==> src/rtl/cnn_pkg.sv <==
// Shared CNN datapath definitions: pixel/address widths, the {row,col}
// address packing used by both the input and output paths, and the
// output-writer state encoding.
package cnn_pkg;

    localparam int DATA_W  = 16;
    localparam int ADDR_W  = 16;
    localparam int COORD_W = 8;

    typedef enum logic [1:0] {
        WR_IDLE  = 2'd0,
        WR_WRITE = 2'd1,
        WR_FLUSH = 2'd2
    } wr_state_e;

    // MEM address = {row, col}, each field COORD_W bits wide.
    function automatic logic [ADDR_W-1:0] pack_addr(input logic [COORD_W-1:0] row,
                                                    input logic [COORD_W-1:0] col);
        return {row, col};
    endfunction

endpackage

==> src/rtl/out_addr_cnt.sv <==
// Raster row/col counter for an OUT x OUT output map. Advances col on each
// beat, wraps col into row, wraps row back to 0 after the last pixel, and
// flags the last pixel of the frame.
module out_addr_cnt
    import cnn_pkg::*;
#(
    parameter int OUT = 12
) (
    input  logic               clk,
    input  logic               rst,
    input  logic               clr,
    input  logic               adv,
    output logic [COORD_W-1:0] row,
    output logic [COORD_W-1:0] col,
    output logic               last
);

    localparam logic [COORD_W-1:0] EDGE_MAX = COORD_W'(OUT - 1);

    logic [COORD_W-1:0] row_q, row_d;
    logic [COORD_W-1:0] col_q, col_d;

    // Next raster position: clear on frame start, step on accepted beat.
    always_comb begin
        // NOTE: every always_comb output gets a default first so no path leaves it unassigned (no latch).
        row_d = row_q;
        col_d = col_q;
        if (clr) begin
            row_d = '0;
            col_d = '0;
        end else if (adv) begin
            if (col_q == EDGE_MAX) begin
                col_d = '0;
                row_d = (row_q == EDGE_MAX) ? '0 : row_q + 1'b1;
            end else begin
                col_d = col_q + 1'b1;
            end
        end
    end

    // Position registers.
    always_ff @(posedge clk) begin
        // NOTE: sequential state uses non-blocking assignments so all flops update from pre-edge values.
        if (rst) begin
            row_q <= '0;
            col_q <= '0;
        end else begin
            row_q <= row_d;
            col_q <= col_d;
        end
    end

    assign row  = row_q;
    assign col  = col_q;
    assign last = (row_q == EDGE_MAX) && (col_q == EDGE_MAX);

endmodule

==> src/rtl/conv_out_writer.sv <==
// Output feature-map writer: accepts the conv result stream in raster order
// and writes each pixel to MEM at {row,col} one cycle after acceptance.
// Optional macro RELU_EN clamps negative pixels to zero on the write path.
module conv_out_writer
    import cnn_pkg::*;
#(
    parameter int SIZE = 14,
    parameter int K    = 3
) (
    input  logic              clk,
    input  logic              rst,
    input  logic              start,
    input  logic              in_valid,
    input  logic [DATA_W-1:0] in_data,
    output logic              in_ready,
    output logic              mem_we,
    output logic [ADDR_W-1:0] mem_addr,
    output logic [DATA_W-1:0] mem_data,
    output logic              busy,
    output logic              done
);

    localparam int OUT = SIZE - K + 1;

    // Row/col fields are 8 bits each, so the output edge cannot exceed 256.
    if (OUT > 256 || OUT < 1) begin : g_bad_out
        $error("conv_out_writer: OUT=%0d must be in 1..256", OUT);
    end

    wr_state_e          state_q, state_d;
    logic               mem_we_q, mem_we_d;
    logic [ADDR_W-1:0]  mem_addr_q, mem_addr_d;
    logic [DATA_W-1:0]  mem_data_q, mem_data_d;
    logic [DATA_W-1:0]  wr_data;
    logic [COORD_W-1:0] row, col;
    logic               last;
    logic               accept;
    logic               cnt_clr;

    assign accept  = in_valid && (state_q == WR_WRITE);
    assign cnt_clr = (state_q == WR_IDLE) && start;

    out_addr_cnt #(.OUT(OUT)) u_cnt (
        .clk  (clk),
        .rst  (rst),
        .clr  (cnt_clr),
        .adv  (accept),
        .row  (row),
        .col  (col),
        .last (last)
    );

    // Write-path data: optional ReLU, purely combinational (no extra latency).
    always_comb begin
`ifdef RELU_EN
        wr_data = in_data[DATA_W-1] ? '0 : in_data;
`else
        wr_data = in_data;
`endif
    end

    // Frame sequencing and next values of the MEM-side output registers.
    always_comb begin
        state_d    = state_q;
        mem_we_d   = accept;
        mem_addr_d = mem_addr_q;
        mem_data_d = mem_data_q;
        if (accept) begin
            mem_addr_d = pack_addr(row, col);
            mem_data_d = wr_data;
        end
        case (state_q)
            WR_IDLE:  if (start) state_d = WR_WRITE;
            WR_WRITE: if (accept && last) state_d = WR_FLUSH;
            WR_FLUSH: state_d = WR_IDLE;
            default:  state_d = WR_IDLE;
        endcase
    end

    // State and output registers; reset abandons any partial frame.
    always_ff @(posedge clk) begin
        // NOTE: only control and output flops exist here, so all are reset; no storage array needs clearing.
        if (rst) begin
            state_q    <= WR_IDLE;
            mem_we_q   <= 1'b0;
            mem_addr_q <= '0;
            mem_data_q <= '0;
        end else begin
            state_q    <= state_d;
            mem_we_q   <= mem_we_d;
            mem_addr_q <= mem_addr_d;
            mem_data_q <= mem_data_d;
        end
    end

    assign in_ready = (state_q == WR_WRITE);
    assign busy     = (state_q != WR_IDLE);
    assign done     = (state_q == WR_FLUSH);
    assign mem_we   = mem_we_q;
    assign mem_addr = mem_addr_q;
    assign mem_data = mem_data_q;

endmodule

==> config.mk <==
export PLATFORM = sky130hd
export DESIGN_NAME = conv_out_writer
export DESIGN_NICKNAME = d
export VERILOG_FILES = /design/src/rtl/cnn_pkg.sv /design/src/rtl/out_addr_cnt.sv /design/src/rtl/conv_out_writer.sv
export SDC_FILE = /design/constraint.sdc
export NUM_CORES = 1
export LEC_CHECK = 0
export CORE_ASPECT_RATIO = 0.75
export CORE_MARGIN = 1.5
export CORE_UTILIZATION = 35
export CTS_BUF_LIST = sky130_fd_sc_hd__clkbuf_16
export CTS_CLUSTER_DIAMETER = 40
export DETAILED_ROUTE_END_ITERATION = 10
export PLACE_DENSITY = 0.62
export SLEW_MARGIN = 10
export SYNTH_ARGS = -nofsm -noshare
export SYNTH_HDL_FRONTEND = slang
export SYNTH_HIERARCHICAL = 1
export SYNTH_SLANG_ARGS = --single-unit
==> constraint.sdc <==
create_clock -name clk -period 2.1 [get_ports clk]
set_input_delay 0.315 -clock clk [delete_from_list [all_inputs] [get_ports clk]]
set_output_delay 0.315 -clock clk [all_outputs]
set_load 0.02 [all_outputs]
# Yosys cells after proc, flatten, opt, wreduce, memory -nomap -nowiden
# Cells that the tools add are included.
dict set report totals {
  ff_bits 51
  in_bits 20
}
dict set report classes {
  n_addsub 2
  eq_ne 6
  muxes 5
  n_reduce_logical 9
}
# cell n
set op_table {}
lappend op_table {{adder 8 x 1 -> 8 bit, second input constant} 2}
lappend op_table {{== test 8 x 4 -> 1 bit, second input constant} 2}
lappend op_table {{two-way mux 8 bit} 2}
lappend op_table {{logical AND 1 bit} 4}
lappend op_table {{two-way mux 2 bit} 2}
lappend op_table {{case mux 2 bit (2 select lines)} 1}
lappend op_table {{AND reduction 2 bit} 2}
lappend op_table {{== test 2 x 1 -> 1 bit, second input constant} 1}
lappend op_table {{== test 2 bit, second input constant} 1}
lappend op_table {{zero test 2 bit} 1}
lappend op_table {{inequality test 2 x 1 -> 1 bit, second input constant} 1}
lappend op_table {{inequality test 2 bit, second input constant} 1}
lappend op_table {{nonzero test 2 bit} 1}
lappend op_table {{OR reduction 2 bit} 1}

# Longest topological paths before layout
# Gate-level depths: netlist of run 1.
dict set report logic_depth {
  depth_word 5
  ltp_mapped 9
}

# Modules after synthesis
# Netlist of run 1, hierarchy kept.
# module instances cells_each area_per_inst_um2
set by_module_without_submodules {}
lappend by_module_without_submodules {conv_out_writer 1 153 1591.5}
lappend by_module_without_submodules {out_addr_cnt 1 88 758.2}

# Worst setup path before layout of run 1
# OpenSTA, ideal clock, no wires.
dict set report synth_timing {
  kind {reg2reg}
  start {reg state_q[0]}
  end {reg u_cnt.row_q[6] (netlist: u_cnt/row[6])}
  setup_time_ns 0.071
  arrival_ns 2.060
  required_ns 2.029
  path_slack_ns -0.031
  path_stages_with_launch 10
  n_path_buf 4
  period_less_slack_ns 2.131
  cell_sequence {dfxtp_1 -> and3b_1 -> buf_6 -> buf_12 -> clkbuf_1 -> nand4bb_1 -> or2_1 -> buf_6 -> or3_1 -> a21oi_1}
}
dict set report synth_via {
  elab_chain_len 3
}
# element line_no
set synth_rtl {}
lappend synth_rtl {{start: declaration} conv_out_writer.sv:30} ;# wr_state_e state_q, state_d;
lappend synth_rtl {{start signal: assignment} conv_out_writer.sv:89} ;# state_q <= state_d;
lappend synth_rtl {{== test 2 x 1 -> 1 bit} conv_out_writer.sv:40} ;# assign accept = in_valid && (state_q == WR_WRITE);
lappend synth_rtl {{logical AND 1 bit} conv_out_writer.sv:40}
lappend synth_rtl {{net accept} conv_out_writer.sv:37} ;# logic accept;
lappend synth_rtl {{AND reduction 2 bit (no line)} -}
lappend synth_rtl {{end signal: assignment} out_addr_cnt.sv:48} ;# row_q <= row_d;
lappend synth_rtl {{end: declaration} out_addr_cnt.sv:20} ;# logic [COORD_W-1:0] row_q, row_d;
# The timed path passes the listed nets, and every way through them passes these cells.
# A chain may end at the register's enable or synchronous reset.

# Worst setup path in the final report of run 1
dict set report layout_timing {
  start {reg u_cnt.col_q[1] (netlist: u_cnt/col[1])}
  end {reg u_cnt.row_q[5] (netlist: u_cnt/row[5])}
}
dict set report layout_via {
  elab_chain_len 2
}
# element line_no
set layout_rtl {}
lappend layout_rtl {{start: declaration} out_addr_cnt.sv:21} ;# logic [COORD_W-1:0] col_q, col_d;
lappend layout_rtl {{start signal: assignment} out_addr_cnt.sv:49} ;# col_q <= col_d;
lappend layout_rtl {{== test 8 x 4 -> 1 bit} out_addr_cnt.sv:32} ;# if (col_q == EDGE_MAX) begin
lappend layout_rtl {{AND reduction 2 bit (no line)} -}
# Every way passes these cells.

==> impl_metrics.py, run 1 <==
metrics = {
    "outcome": {
        "status": "completed",
    },
    "worst_setup_path": {
        "cp_data_required_time_ps": 2330,
        "critPathArrivalTime_ps": 2190,
        "critPathKind": "flip-flop to flip-flop",
        "cp-start-kind": "flip-flop",
        "slowest_delay_ps": 460,
        "rr_worst_depth": 5,
        "crit_path_cell_trace": "ha_1 -> or4b_4 -> or2_1 -> or3_1 -> a21oi_1",
        "cp_max_fo": 11,
        "worstSetupEndpointType": "flip-flop",
        "slowest_stage": "or4b_4",
    },
    "synthesis": {
        "ys_types": 33,
        "async_flop_share_pct": 0,
        "synth_top_area_cell": "dfxtp_1",
        "netlist_area_mm2": 0.002350,
        "synth_area_leaders": "dfxtp_1 43%, nand2b_1 17%, mux2i_1 14%",
        "syn-instance-count": 241,
        "ys_seq_elements": 51,
        "ys_warn_count": 6,
        "synth-main-ff-cell": "dfxtp_1",
        "yosysSeqAreaShare_pct": 43.45,
        "synth.most_common_cell": "nand2b_1",
        "syn_nets": 263,
        "syn_area_per_cell_um2": 9.750,
        "synth.top_cell.area_share_pct": 43.45,
        "ys_top_cells_by_count": "65 x nand2b_1, 51 x dfxtp_1, 33 x mux2i_1",
        "synth_edf_count": 0,
    },
    "timing": {
        "slew_viol_final": 0,
        "tightestPinTransition_ps": 408.9,
        "relSlewSlack_pct": 72.49,
        "rsz0062_at_grt": "false",
        "max_freq_ghz": 0.5109,
        "hold_viol": 0,
        "fin_crit_sh_pct": 93.21,
        "setup_viol": 0,
        "fin_setup_tns_ps": 0,
        "holdWs_ps": 471.4,
        "fin_crit_ps": 1957,
        "fin_ws_ps": 142.6,
        "clock_skew_ps": 3.483,
    },
    "cells_and_area": {
        "layout.area.seq_mm2": 0.001021,
        "fin_area_mm2": 0.003148,
        "drive_gt1_share_pct": 7.591,
        "area_growth_syn_to_layout_pct": 33.97,
        "fin_util_pct": 49.33,
        "diodes": 0,
        "multi_input_area_mm2": 0.001209,
        "fillers": 607,
        "nets": 324,
    },
    "power": {
        "vdd_drop_max_mv": 0.3175,
        "leakage_nw": 1.096,
        "p_per_area_mw_per_mm2": 674.5,
    },
    "flow_run": {
        "drv_cap": 0,
    },
    "clock_network": {
        "cts_setup_buffers": 0,
        "cts_hold_buf": 0,
        "cts_tree": "done",
        "clk_latency_ps": 290,
        "cts.sinks": 51,
        "h-tree-depth": 2,
        "cts_made_buffers": 5,
        "clk_pin_slew_ps": 70,
        "cts-root-buf": "clkbuf_16",
        "clockBufferDepth": 2,
        "cts-resized-gates": 0,
    },
    "grt": {
        "grt-ovfl-total": 0,
        "grt_max_degree": 25,
        "antenna_found_initial": 0,
        "grt_use_total_pct": 13.36,
        "grt_pass1_vias": 1634,
        "grt_pass1_wl_um": 7721,
    },
    "floorplanning": {
        "die_area_mm2": 0.007219,
        "initial_core_util_pct": 36.82,
        "pin_count": 56,
        "core-area_mm2": 0.006381,
        "dieHeight_um": 73.96,
        "rows": 25,
        "die_w_um": 97.61,
    },
    "routing": {
        "via_per_inst": 4.594,
        "drt_iter0_markers": 86,
        "dr.pass1.iters": 5,
        "drc": 0,
        "drt-total-wl_um": 4628,
        "dr_total_vias": 1764,
        "routedWlPerCell_um": 12.05,
        "ant_nets": 0,
    },
    "place": {
        "placed_area_mm2": 0.002979,
        "dp_hpwl_um": 3240,
        "gp_congestion": 0.7393,
        "port-buffer-count": 55,
        "place_ws_ps": 32.97,
    },
    "hold_path": {
        "hold_path_depth": 2,
        "hold_path_class": "flip-flop to flip-flop",
    },
}
[power breakdown]
group / switching (mW) / internal (mW) / leakage, nW
Clock: 0.367 / 0.562 / 0.0838
Sequential: 0.00946 / 0.984 / 0.413
Combinational: 0.0874 / 0.114 / 0.599
[layer usage]
| metal | global-route usage, % | up-vias | part of all wire, % |
|---|---|---|---|
| li1 | - | 921 | - |
| met1 | 18.42 | 796 | 54 |
| met2 | 19.91 | 40 | 40 |
| met3 | 3.665 | 7 | 5.0 |
| met4 | 5.714 | 0 | 1.6 |
| met5 | 0 | - | 0 |
[layout make-up]
type,count,share of cell area [%]
timing repair buffer,67,20.35
tap,81,3.219
sequential,51,32.43
inverter,2,0.2385
clock buffer,5,3.975
clock inverter,3,1.391
multi-input combinational,175,38.39
[critical path, delay by kind of cell, from the launching register on]
| kind | cells | cell delay (ps) |
|---|---|---|
| flops | 1 | 380 |
| fa+ha+maj | 1 | 180 |
| compound gates | 1 | 140 |
| simple gates | 3 | 1190 |
[sequential cells by signal, indices dropped and copies added (netlist names)]
signal     count
u_cnt/col      8
mem_data      16
mem_addr      16
u_cnt/row      8
state_q        2
mem_we         1
[cells in the final DEF, fill, tap and decap left out, types with 2 or more instances in the layout]
cell type	count
nand3_1	5
a21oi_1	4
inv_1	2
and3_1	3
buf_4	12
ha_1	2
nand2_1	5
o21ai_0	4
xnor2_1	6
mux2i_1	33
dfxtp_1	51
nor2_1	18
or3_1	4
nor4_1	2
nand4_1	5
xor2_1	4
clkbuf_16	5
nand2b_1	65
clkdlybuf4s50_1	55
nor3_1	2
[final timing paths]
path           startpoint           end  slack (ps)
max          u_cnt/col[1]  u_cnt/row[5]         140
min           mem_data[9]   mem_data[9]         470
max reg2reg  u_cnt/col[1]  u_cnt/row[5]         140
min reg2reg   mem_data[9]   mem_data[9]         470
[cell families after synthesis]
kind of cell    count (synthesis)  share of synthesized area, %
buf+inv                        15                         5.165
compound gates                 10                         2.236
xor+xnor                       10                         3.727
flops                          51                         43.45
fa+ha+maj                       2                         1.065
mux                            33                         14.06
simple gates                  120                         30.30
[through the flow]
stage | std cells | power, mW
detailed placement | 376 | 1.218
global route | 384 | 2.199
CTS | 384 | 2.151
finish | 384 | 2.123
floorplan | 241 | 1.136
global placement | 376 | 1.217
Note: power is estimated with default switching activity, not from simulation.
==> inputs of run 2 (changes only) <==
Settings changed: CAP_MARGIN set to 40.
==> results of run 2 <==
No change in the layout: final DEF, timing and power equal those of run 1.
